<file path="src/rtl/rf_sequencer.sv">
// rf_sequencer: sequences WRITE/READ/MOVE/SWAP commands onto an 8-entry
// register file (R1-R4, S1-S4) through load-only write enables and two read ports.
// All outputs are registered. They are computed from the next state, so every
// output changes on the same edge as the state it belongs to.
module rf_sequencer (
  input  logic        i_clk,
  input  logic        i_rst,
  input  logic        i_cmd_valid,
  output logic        o_cmd_ready,
  input  logic [1:0]  i_cmd_op,
  input  logic [2:0]  i_cmd_src,
  input  logic [2:0]  i_cmd_dst,
  input  logic [31:0] i_cmd_data,
  output logic        o_done,
  output logic [31:0] o_rd_data,
  output logic [31:0] o_i,
  output logic [2:0]  o_out_a_sel,
  output logic [2:0]  o_out_b_sel,
  output logic [2:0]  o_fun_sel,
  output logic [3:0]  o_reg_sel,
  output logic [3:0]  o_scr_sel,
  input  logic [31:0] i_out_a,
  input  logic [31:0] i_out_b
);

  localparam int unsigned DATA_W = 32;
  localparam int unsigned CODE_W = 3;
  localparam int unsigned EN_W   = 8;

  localparam logic [1:0]        OP_WRITE = 2'b00;
  localparam logic [1:0]        OP_READ  = 2'b01;
  localparam logic [1:0]        OP_MOVE  = 2'b10;
  localparam logic [1:0]        OP_SWAP  = 2'b11;
  localparam logic [CODE_W-1:0] FUN_LOAD = 3'b010;

  typedef enum logic [2:0] {S_IDLE, S_RD, S_WR_A, S_WR_B, S_FIN} state_t;

  state_t              r_state, w_state_next;
  logic [1:0]          r_op;
  logic [CODE_W-1:0]   r_src, r_dst;
  logic [DATA_W-1:0]   r_data, r_hold_a, r_hold_b, r_rd_data;
  logic                r_cmd_ready, r_done;
  logic [DATA_W-1:0]   r_i;
  logic [CODE_W-1:0]   r_out_a_sel, r_out_b_sel, r_fun_sel;
  logic [3:0]          r_reg_sel, r_scr_sel;

  logic                w_accept;
  logic [1:0]          w_op;
  logic [CODE_W-1:0]   w_src, w_dst;
  logic [DATA_W-1:0]   w_data, w_hold_a, w_hold_b;
  logic                w_ready_nxt, w_done_nxt;
  logic [DATA_W-1:0]   w_i_nxt;
  logic [CODE_W-1:0]   w_a_sel_nxt, w_b_sel_nxt;
  logic [EN_W-1:0]     w_en_nxt;

  // Register code to one-hot {RegSel, ScrSel}: code c drives bit (7-c).
  function automatic logic [EN_W-1:0] decode(input logic [CODE_W-1:0] c);
    return EN_W'(8'h80 >> c);
  endfunction

  // Next state plus lookahead of the registered outputs for that state.
  always_comb begin
    w_accept = (r_state == S_IDLE) && i_cmd_valid;
    w_op     = w_accept ? i_cmd_op   : r_op;
    w_src    = w_accept ? i_cmd_src  : r_src;
    w_dst    = w_accept ? i_cmd_dst  : r_dst;
    w_data   = w_accept ? i_cmd_data : r_data;
    w_hold_a = (r_state == S_RD) ? i_out_a : r_hold_a;
    w_hold_b = (r_state == S_RD) ? i_out_b : r_hold_b;

    w_state_next = r_state;
    case (r_state)
      S_IDLE: if (w_accept) w_state_next = (i_cmd_op == OP_WRITE) ? S_WR_A : S_RD;
      S_RD:   w_state_next = (r_op == OP_READ) ? S_FIN : S_WR_A;
      S_WR_A: w_state_next = (r_op == OP_SWAP) ? S_WR_B : S_FIN;
      S_WR_B: w_state_next = S_FIN;
      S_FIN:  w_state_next = S_IDLE;
      default: w_state_next = S_IDLE;
    endcase

    w_ready_nxt = 1'b0;
    w_done_nxt  = 1'b0;
    w_i_nxt     = '0;
    w_a_sel_nxt = '0;
    w_b_sel_nxt = '0;
    w_en_nxt    = '0;
    case (w_state_next)
      S_IDLE: w_ready_nxt = 1'b1;
      S_RD: begin
        w_a_sel_nxt = w_src;
        w_b_sel_nxt = w_dst;
      end
      S_WR_A: begin
        case (w_op)
          OP_WRITE: w_i_nxt = w_data;
          OP_MOVE:  w_i_nxt = w_hold_a;
          default:  w_i_nxt = w_hold_b;
        endcase
        w_en_nxt = decode((w_op == OP_SWAP) ? w_src : w_dst);
      end
      S_WR_B: begin
        w_i_nxt  = w_hold_a;
        w_en_nxt = decode(w_dst);
      end
      S_FIN:  w_done_nxt = 1'b1;
      default: w_ready_nxt = 1'b0;
    endcase
  end

  // State, command latch, hold registers and registered outputs.
  always_ff @(posedge i_clk) begin
    if (i_rst) begin
      r_state     <= S_IDLE;
      r_op        <= OP_WRITE;
      r_src       <= '0;
      r_dst       <= '0;
      r_data      <= '0;
      r_hold_a    <= '0;
      r_hold_b    <= '0;
      r_rd_data   <= '0;
      r_cmd_ready <= 1'b1;
      r_done      <= 1'b0;
      r_i         <= '0;
      r_out_a_sel <= '0;
      r_out_b_sel <= '0;
      r_fun_sel   <= FUN_LOAD;
      r_reg_sel   <= '0;
      r_scr_sel   <= '0;
    end else begin
      r_state <= w_state_next;
      if (w_accept) begin
        r_op   <= i_cmd_op;
        r_src  <= i_cmd_src;
        r_dst  <= i_cmd_dst;
        r_data <= i_cmd_data;
      end
      if (r_state == S_RD) begin
        r_hold_a <= i_out_a;
        r_hold_b <= i_out_b;
        if (r_op == OP_READ) r_rd_data <= i_out_a;
      end
      r_cmd_ready <= w_ready_nxt;
      r_done      <= w_done_nxt;
      r_i         <= w_i_nxt;
      r_out_a_sel <= w_a_sel_nxt;
      r_out_b_sel <= w_b_sel_nxt;
      r_fun_sel   <= FUN_LOAD;
      r_reg_sel   <= w_en_nxt[7:4];
      r_scr_sel   <= w_en_nxt[3:0];
    end
  end

  assign o_cmd_ready = r_cmd_ready;
  assign o_done      = r_done;
  assign o_rd_data   = r_rd_data;
  assign o_i         = r_i;
  assign o_out_a_sel = r_out_a_sel;
  assign o_out_b_sel = r_out_b_sel;
  assign o_fun_sel   = r_fun_sel;
  assign o_reg_sel   = r_reg_sel;
  assign o_scr_sel   = r_scr_sel;

endmodule

</file>
<file path="config.mk">
export PLATFORM = sky130hd
export DESIGN_NAME = rf_sequencer
export DESIGN_NICKNAME = d
export VERILOG_FILES = /design/src/rtl/rf_sequencer.sv
export SDC_FILE = /design/constraint.sdc
export NUM_CORES = 1
export LEC_CHECK = 0
export ABC_AREA = 1
export CELL_PAD_IN_SITES_DETAIL_PLACEMENT = 0
export CELL_PAD_IN_SITES_GLOBAL_PLACEMENT = 1
export CORE_ASPECT_RATIO = 0.9
export CORE_MARGIN = 4
export CORE_UTILIZATION = 38
export CTS_CLUSTER_SIZE = 40
export DETAILED_ROUTE_END_ITERATION = 10
export PLACE_DENSITY = 0.84
export SYNTH_ARGS = -nofsm -noshare
export SYNTH_HDL_FRONTEND = slang
export SYNTH_SLANG_ARGS = --single-unit
</file>
<file path="constraint.sdc">
create_clock -name i_clk -period 4.2 [get_ports i_clk]
set_input_delay 0.42 -clock i_clk [delete_from_list [all_inputs] [get_ports i_clk]]
set_output_delay 0.42 -clock i_clk [all_outputs]
set_load 0.005 [all_outputs]
</file>
Word level (Yosys, flattened, before mapping)
Index checks and enable logic that the tools add are counted.
Storage, ports and cells
  input port bits: 107
  bits in registers: 187
  logic and storage cells: 53
  output and inout bits: 83
Cells by class
  shift operators: 2
  bitwise gates (word level): 1
  reduce and logical (&&, ||, !) cells: 7
  mux-type cells: 17
  equal/unequal tests: 11
Operator list (count)
  32-bit one-hot mux with 2 select lines: 2
  32-bit 2-to-1 mux: 3
  3-bit 2-to-1 mux: 6
  8-bit one-hot mux with 2 select lines: 1
  8-bit by 3-bit >> shifter with 8-bit output (first input constant): 2
  3-bit by 2-bit equality test with 1-bit output (second input constant): 4
  3-bit one-hot mux with 4 select lines: 1
  2-bit equality test (second input constant): 3
  3-bit by 1-bit equality test with 1-bit output (second input constant): 2
  3-bit logical NOT: 2
  2-bit logical NOT: 2
  2-bit 2-to-1 mux: 2
  3-bit equality test (second input constant): 1
  2-bit by 1-bit equality test with 1-bit output (second input constant): 1
  1-bit 2-to-1 mux: 2
  2-bit AND reduction: 1
  2-bit OR reduction: 1
  1-bit logical AND: 1
  1-bit NOT: 1

Depth between registers and ports, before layout
Gate-level depths: netlist (run 1).
  depth after elaboration: 7
  gate-level depth with buffers: 12
  mapped depth without buffers: 11

Worst setup path after synthesis (run 1)
OpenSTA, ideal clock, no wires.
  path kind: input-to-reg
  from: input port i_cmd_valid
  to: register r_scr_sel[0] (netlist: o_scr_sel[0])
  slack: 2.742 ns
  arrival time: 1.341 ns
  required time: 4.083 ns
  setup time: 0.117 ns
  stages on the path: 10
  cell sequence: inv_1 -> nor2_4 -> buf_6 -> nand3_1 -> nand2_4 -> nand2_1 -> nor2_2 -> nand2_1 -> nand3_1 -> nor2_1
On the way
  word-level cells in the longest chain between the ends: 6
  elaborated cells between the ends (all ways): 13
  those cells by class: eq/ne (3); shift (2); mux (7); reduce/logical (1)
RTL lines
  start, declared: line 8  | input logic i_cmd_valid,
  1-bit logical AND (*): line 63  | w_accept = (r_state == S_IDLE) && i_cmd_valid;
  2-bit 2-to-1 mux
  2-bit equality test: line 99  | w_en_nxt = decode((w_op == OP_SWAP) ? w_src : w_dst);
  3-bit 2-to-1 mux: line 99
  8-bit by 3-bit >> shifter with 8-bit output: line 58  | return EN_W'(8'h80 >> c);
  8-bit one-hot mux with 2 select lines (*): line 87  | case (w_state_next)
  end signal, assigned: line 149  | r_scr_sel <= w_en_nxt[3:0];
  end, declared: line 45  | logic [3:0] r_reg_sel, r_scr_sel;
Every way passes the cells marked *; elsewhere a longest branch is shown, timed or not.
A chain may end at the register's enable or synchronous reset.

Worst setup path in the final report (run 1)
  from: register r_state[1]
  to: register r_i[31] (netlist: o_i[31])
On the way
  word-level cells in the longest chain between the ends: 6
  elaborated cells between the ends (all ways): 17
  those cells by class: eq/ne (6); mux (8); reduce/logical (3)
RTL lines
  start, declared: line 38  | state_t r_state, w_state_next;
  start signal, assigned: line 130  | r_state <= w_state_next;
  3-bit logical NOT: line 63, 72
  1-bit logical AND: line 63
  3-bit 2-to-1 mux / 2-bit 2-to-1 mux (equally long branches)
  3-bit one-hot mux with 4 select lines, or another cell as far along: line 72  | case (r_state)
  3-bit by 2-bit equality test with 1-bit output / 32-bit one-hot mux with 2 select lines (equally long branches): line 87, 94
  32-bit one-hot mux with 2 select lines (*): line 87
  end signal, assigned: line 144  | r_i <= w_i_nxt;
  end, declared: line 43  | logic [DATA_W-1:0] r_i;
Marks and branches as above.

==> results of run 1 <==
[cell usage after synthesis]
| library cell | n | area share |
|---|---|---|
| a21oi_1 | 99 | 0.062 |
| a21oi_2 | 31 | 0.034 |
| buf_12 | 3 | 0.0075 |
| buf_2 | 26 | 0.016 |
| buf_4 | 10 | 0.0094 |
| buf_6 | 7 | 0.0099 |
| buf_8 | 1 | 0.0019 |
| clkbuf_1 | 22 | 0.010 |
| clkbuf_4 | 2 | 0.0019 |
| conb_1 | 2 | 0.00094 |
| dfxtp_1 | 187 | 0.47 |
| inv_1 | 18 | 0.0085 |
| inv_2 | 8 | 0.0038 |
| nand2_1 | 378 | 0.18 |
| nand2_2 | 6 | 0.0047 |
| nand2_4 | 5 | 0.0071 |
| nand2_8 | 1 | 0.0025 |
| nand3_1 | 78 | 0.049 |
| nand3_2 | 33 | 0.041 |
| nand3b_1 | 2 | 0.0019 |
| nand3b_2 | 1 | 0.0014 |
| nor2_1 | 87 | 0.041 |
| nor2_2 | 2 | 0.0016 |
| nor2_4 | 2 | 0.0028 |
| nor2_8 | 1 | 0.0025 |
| nor3_1 | 4 | 0.0025 |
| o21ai_0 | 34 | 0.021 |
| o21ai_2 | 5 | 0.0055 |
[registers in the layout, summed over array words and instances (netlist names)]
name         cells
r_src            3
r_data          32
o_out_b_sel      3
r_dst            3
o_rd_data       32
r_state          3
o_reg_sel        4
o_cmd_ready      1
r_hold_b        32
o_done           1
o_out_a_sel      3
o_i             32
r_hold_a        32
r_op             2
o_scr_sel        4
[critical path: stages, from the launching register on]
cell and delay (ns):
dfxtp_1 0.38, nor2_8 0.55, nand2_4 0.48, nand2_1 0.19
nand2_2 0.42, nand2_4 0.24, nand2_8 0.22, nand3_1 0.16
a21oi_1 0.08
[area by class of cell]
type | count | area [um2] | share of cell area
clock buffer | 17 | 425.4 | 0.04105
clock inverter | 15 | 175.2 | 0.01690
multi-input combinational | 772 | 3674 | 0.3545
sequential | 187 | 3744 | 0.3613
inverter | 26 | 97.59 | 0.009418
timing repair buffer | 191 | 1897 | 0.1830
tap | 280 | 350.3 | 0.03381
[per-layer routing]
| layer | wire length (um) | share of wire |
|---|---|---|
| met1 | 11590 | 0.52 |
| met2 | 9419 | 0.42 |
| met3 | 1241 | 0.055 |
| met4 | 212 | 0.0094 |
| met5 | 0 | 0 |
[metrics by stage]
step                      setup slack, ns  std cells  hold WS (ns)
final                               1.275       1488        0.4692
after global routing                1.040       1488        0.4877
after CTS                           1.261       1488        0.4651
after detailed placement            1.239       1456        0.4610
after global placement              1.305       1456        0.4561
after floorplan                     2.742       1056        0.4464
[power by group through the flow]
stage          clock [uW]  sequential (uW)  combinational, uW
5_1_grt              1750             1890                773
3_3_place_gp            0             1920                694
2_1_floorplan           0             1920                489
4_1_cts              1680             1880                700
3_5_place_dp            0             1920                696
6_report             1640             1880                695
[path summary, 6_finish.rpt]
check / slack [ns] / endpoint / startpoint
worst max-delay path: 1.28 / o_i[31] / r_state[1]
worst min-delay path: 0.47 / r_data[3] / r_data[3]
worst max register to register: 1.28 / o_i[31] / r_state[1]
worst min register to register: 0.47 / r_data[3] / r_data[3]
[placed cells by master, fill, tap and decap left out, types with 8 or more instances in the layout]
cell type / synthesis / layout
dfxtp_1: 187 / 187
nand3_1: 78 / 78
a21oi_2: 31 / 31
o21ai_0: 34 / 34
inv_2: 8 / 8
nand2_1: 378 / 378
clkbuf_16: 0 / 17
nand3_2: 33 / 33
inv_1: 18 / 18
a21oi_1: 99 / 99
nor2_1: 87 / 87
clkdlybuf4s50_1: 0 / 185
[logic make-up (layout without fill, tap and decap cells)]
kind of cell / Yosys count / in the layout
AOI/OAI and AO/OA: 169 / 169
buffers and inverters: 97 / 249
DFF: 187 / 187
other: 2 / 3
and+or+nand+nor: 600 / 600
==> impl_metrics.json, run 1 <==
{
  "critPathMaxFanout": 47,
  "synthMuxAreaShare": 0,
  "io-pin-count": 190,
  "die_h_um": 145.4,
  "skew_ns": 0.01033,
  "seq_power_share": 0.446,
  "combinationalPowerShare": 0.165,
  "intPower_uw": 2956,
  "p_leak_uw": 0.004233,
  "synth_seq_area_share": 0.4698,
  "clockBufferDepth": 2,
  "cts_tree": "built",
  "grt_use_total": 0.1884,
  "setup_tns_ns": 0,
  "ys_warn_count": 0,
  "synth-simple-area-share": 0.3365,
  "finalPower_uw": 4215,
  "synth_top_family_by_area": "simple AND/OR/NAND/NOR gates",
  "crit_required_ns": 4.47,
  "fin_crit_ns": 2.925,
  "powerDensity_nw_per_um2": 406.7,
  "grt_overflow": 0,
  "reg2regPathDepth": 8,
  "fp-row-count": 49,
  "cts_made_buffers": 17,
  "post_drt_wl_per_cell_um": 15.09,
  "swShare": 0.2986,
  "top_usage_layer": "met1",
  "wirelength_mm": 22.46,
  "vias": 7092,
  "grt_antenna_before_repair": 0,
  "fin_crit_sh": 0.6963,
  "holdBufCountCts": 0,
  "vias_per_cell": 4.766,
  "syn_avg_cell_area_um2": 7.552,
  "worst_setup_path_end_kind": "register",
  "grt_first_pass_wirelength_mm": 35.54,
  "hold_path_depth": 2,
  "hold_class": "reg -> reg",
  "drtAntennaViolNets": 0,
  "synthXorXnorAreaFrac": 0,
  "cts_resized": 0,
  "crit_arrival_ns": 3.20,
  "core_um2": 20290,
  "synth_compound_area_frac": 0.1231,
  "crit_type": "reg -> reg",
  "postLayoutCoreUtil": 0.5106,
  "clk_pin_slew_ns": 0.07,
  "worstMarginPinSlew_ns": 1.131,
  "dp_hpwl_mm": 15.40,
  "netlist-cell-type-count": 28,
  "initialDrtViolationCount": 460,
  "rsz0062_at_grt": "no",
  "placed_area_um2": 9762,
  "clock-sinks": 187,
  "grt_util_met1": 0.2927,
  "drv_cap": 0,
  "cts_setup_buffers": 0,
  "syn2layout_area_growth_pct": 30.06,
  "n_fill_cell": 2025,
  "root_buffer": "clkbuf_16",
  "start_kind": "register",
  "netlist_area_um2": 7968,
  "p_sw_uw": 1259,
  "n_antenna_cell": 0,
  "grt_max_degree": 67,
  "dr.pass1.iters": 5,
  "finalHoldViolCount": 0,
  "slew_headroom": 0.2442,
  "outcome": "completed",
  "met3_usage": 0.03682,
  "grt_pass1_vias": 6537,
  "cts_max_level": 4,
  "fmax_ghz": 0.3419,
  "finish.instance_area_um2": 10360,
  "drive_above_1_share": 0.1101,
  "fp.dieArea_um2": 23350,
  "place.gp.congestion": 0.8124,
  "drc_errors": 0,
  "synth-adder-area-share": 0,
  "setup-violations-final": 0,
  "vdd_drop_max_mv": 0.2682,
  "layout.nets": 1302,
  "grtUsageMet2": 0.2633,
  "clock_latency_ns": 0.43,
  "initial_core_util": 0.3926,
  "clkPwrFrac": 0.389,
  "synthCells": 1055,
  "maxSlewViolCount": 0,
  "portBuffers": 186,
  "synth_seq_cells": 187,
  "die_w_um": 160.6
}
No activity file was read; power rests on OpenSTA's default activity.
==> run 2: changes to the inputs <==
Settings changed: CORE_UTILIZATION 38 to 32, PLACE_DENSITY 0.84 to 0.76.
Clock period 4.2 ns to 2.49 ns, I/O delays scaled along.
==> impl_metrics.json, run 2 (same netlist as run 1, synthesis figures left out) <==
{
  "outcome": "completed",
  "critPathMaxStageDelay_ns": 0.38,
  "vias_per_cell": 4.532,
  "powerDensity_nw_per_um2": 671.4,
  "dp_cells": 1526,
  "syn2layout_area_growth_pct": 32.79,
  "r2r_end": "o_rd_data[29]",
  "worstMarginPinSlew_ns": 0.8634,
  "vdd_drop_max_mv": 0.4988,
  "reg2regPathDepth": 8,
  "fin_crit_ns": 2.219,
  "cts_made_buffers": 17,
  "cts_resized": 0,
  "setup-violations-final": 0,
  "holdCritStartpoint": "i_rst",
  "skew_ns": 0.01126,
  "postLayoutCoreUtil": 0.4338,
  "grt_first_pass_wirelength_mm": 36.38,
  "start_kind": "register",
  "clk_pin_slew_ns": 0.07,
  "layout.nets": 1316,
  "rsz0062_at_grt": "no",
  "maxSlewViolCount": 0,
  "cp_slowest_cell": "dfxtp_1",
  "io-pin-count": 190,
  "root_buffer": "clkbuf_16",
  "clockBufferDepth": 2,
  "core_um2": 24390,
  "grt_pass1_vias": 6559,
  "holdBufCountCts": 0,
  "final_cell_mix": "nand2_1 (378), dfxtp_1 (187), clkdlybuf4s50_1 (185)",
  "dr.pass1.iters": 4,
  "slew_headroom": 0.4236,
  "drv_cap": 0,
  "worstHoldEndpoint": "r_hold_a[30]",
  "initial_core_util": 0.3267,
  "hold_path_depth": 2,
  "fp-row-count": 54,
  "drive_above_1_share": 0.1203,
  "die_h_um": 157.7,
  "wirelength_mm": 23.19,
  "n_antenna_cell": 0,
  "clock-sinks": 187,
  "clock_latency_ns": 0.43,
  "critPathMaxFanout": 32,
  "fmax_ghz": 0.4507,
  "crit_required_ns": 2.85,
  "grt_overflow": 0,
  "vias": 7061,
  "finalNonFillerCells": 1558,
  "p_leak_uw": 0.004309,
  "setup_tns_ns": 0,
  "drtAntennaViolNets": 0,
  "finalHoldViolCount": 0,
  "worst_setup_path_end_kind": "register",
  "post_drt_wl_per_cell_um": 14.88,
  "crit_arrival_ns": 2.58,
  "cts_tree": "built",
  "fin_crit_sh": 0.8911,
  "crit_chain": "nor2_8 -> nand2_4 -> inv_2 -> nand3_1 -> inv_2 -> buf_4 -> o21ai_0 -> a21oi_1",
  "place.gp.congestion": 0.8010,
  "dp_hpwl_mm": 16.97,
  "fp.dieArea_um2": 27490,
  "rrSetupSlack_ns": 0.27,
  "initialDrtViolationCount": 372,
  "portBuffers": 186,
  "cts_setup_buffers": 0,
  "grt_max_degree": 48,
  "final_common_cell": "nand2_1",
  "critPathMostFrequentCell": "inv_2",
  "grt_antenna_before_repair": 0,
  "die_w_um": 174.3,
  "hold_class": "in -> reg",
  "cts_max_level": 4,
  "r2r_start": "r_state[1]",
  "drc_errors": 0,
  "crit_type": "reg -> reg",
  "grt_use_total": 0.1655
}
[run 2: changes by cell type in the layout (fill, tap and decap cells not counted)]
cell	previous run	this run
buf_4	6	16
buf_12	0	4
clkinv_8	2	4
inv_6	4	6
inv_8	5	3
bufinv_16	1	0
clkinv_2	1	0
[run 2: layout make-up]
cell class | count | area (um2)
timing repair buffer | 205 | 2052
sequential | 187 | 3744
multi-input combinational | 772 | 3674
clock buffer | 17 | 425.4
inverter | 26 | 97.59
tap | 336 | 420.4
clock inverter | 15 | 167.7
fill | 2527 | 13810
[run 2: per-layer routing]
metal | routed length (um) | track usage | vias to the layer above | part of all wire
met5 | 0 | 0 | - | 0
met4 | 282 | 0.03995 | 0 | 0.012
met3 | 1189 | 0.04107 | 17 | 0.051
met2 | 9729 | 0.2389 | 146 | 0.42
met1 | 11990 | 0.2470 | 3205 | 0.52
li1 | - | - | 3693 | -
[run 2: power breakdown]
group          internal (uW)  total, uW  switching (uW)
Sequential              3120       3170            47.9
Clock                   1360       2710            1350
Combinational            467       1220             756
[run 2: worst max path at each step]
| stage | start | end | slack [ns] | depth (start not counted) |
|---|---|---|---|---|
| after floorplan | r_state[1] | o_scr_sel[0] | 1.08 | 9 |
| after global placement | i_cmd_valid | o_i[0] | 0.18 | 10 |
| after detailed placement | i_cmd_valid | o_i[0] | 0.15 | 10 |
| after CTS | r_state[2] | o_rd_data[29] | 0.20 | 8 |
| after global routing | r_state[2] | o_rd_data[30] | 0.03 | 8 |
| final | r_state[1] | o_rd_data[29] | 0.27 | 8 |
[run 2: through the flow]
stage	power [uW]	cell area, um2	setup slack (ns)	hold WS (ns)
4_1_cts	7196	10580	0.2038	0.2370
5_1_grt	7461	10580	0.02917	0.2601
3_5_place_dp	4475	9987	0.1531	0.4608
6_report	7103	10580	0.2711	0.2563
2_1_floorplan	4061	7971	1.075	0.3918
3_3_place_gp	4469	9987	0.1812	0.4567
[run 2: critical path: cells and delay by family (launching register included)]
| kind | cells | cell delay [ns] |
|---|---|---|
| buffers and inverters | 3 | 0.76 |
| AO/OA/AOI/OAI | 2 | 0.29 |
| flip-flops | 1 | 0.38 |
| AND/OR/NAND/NOR | 3 | 0.72 |
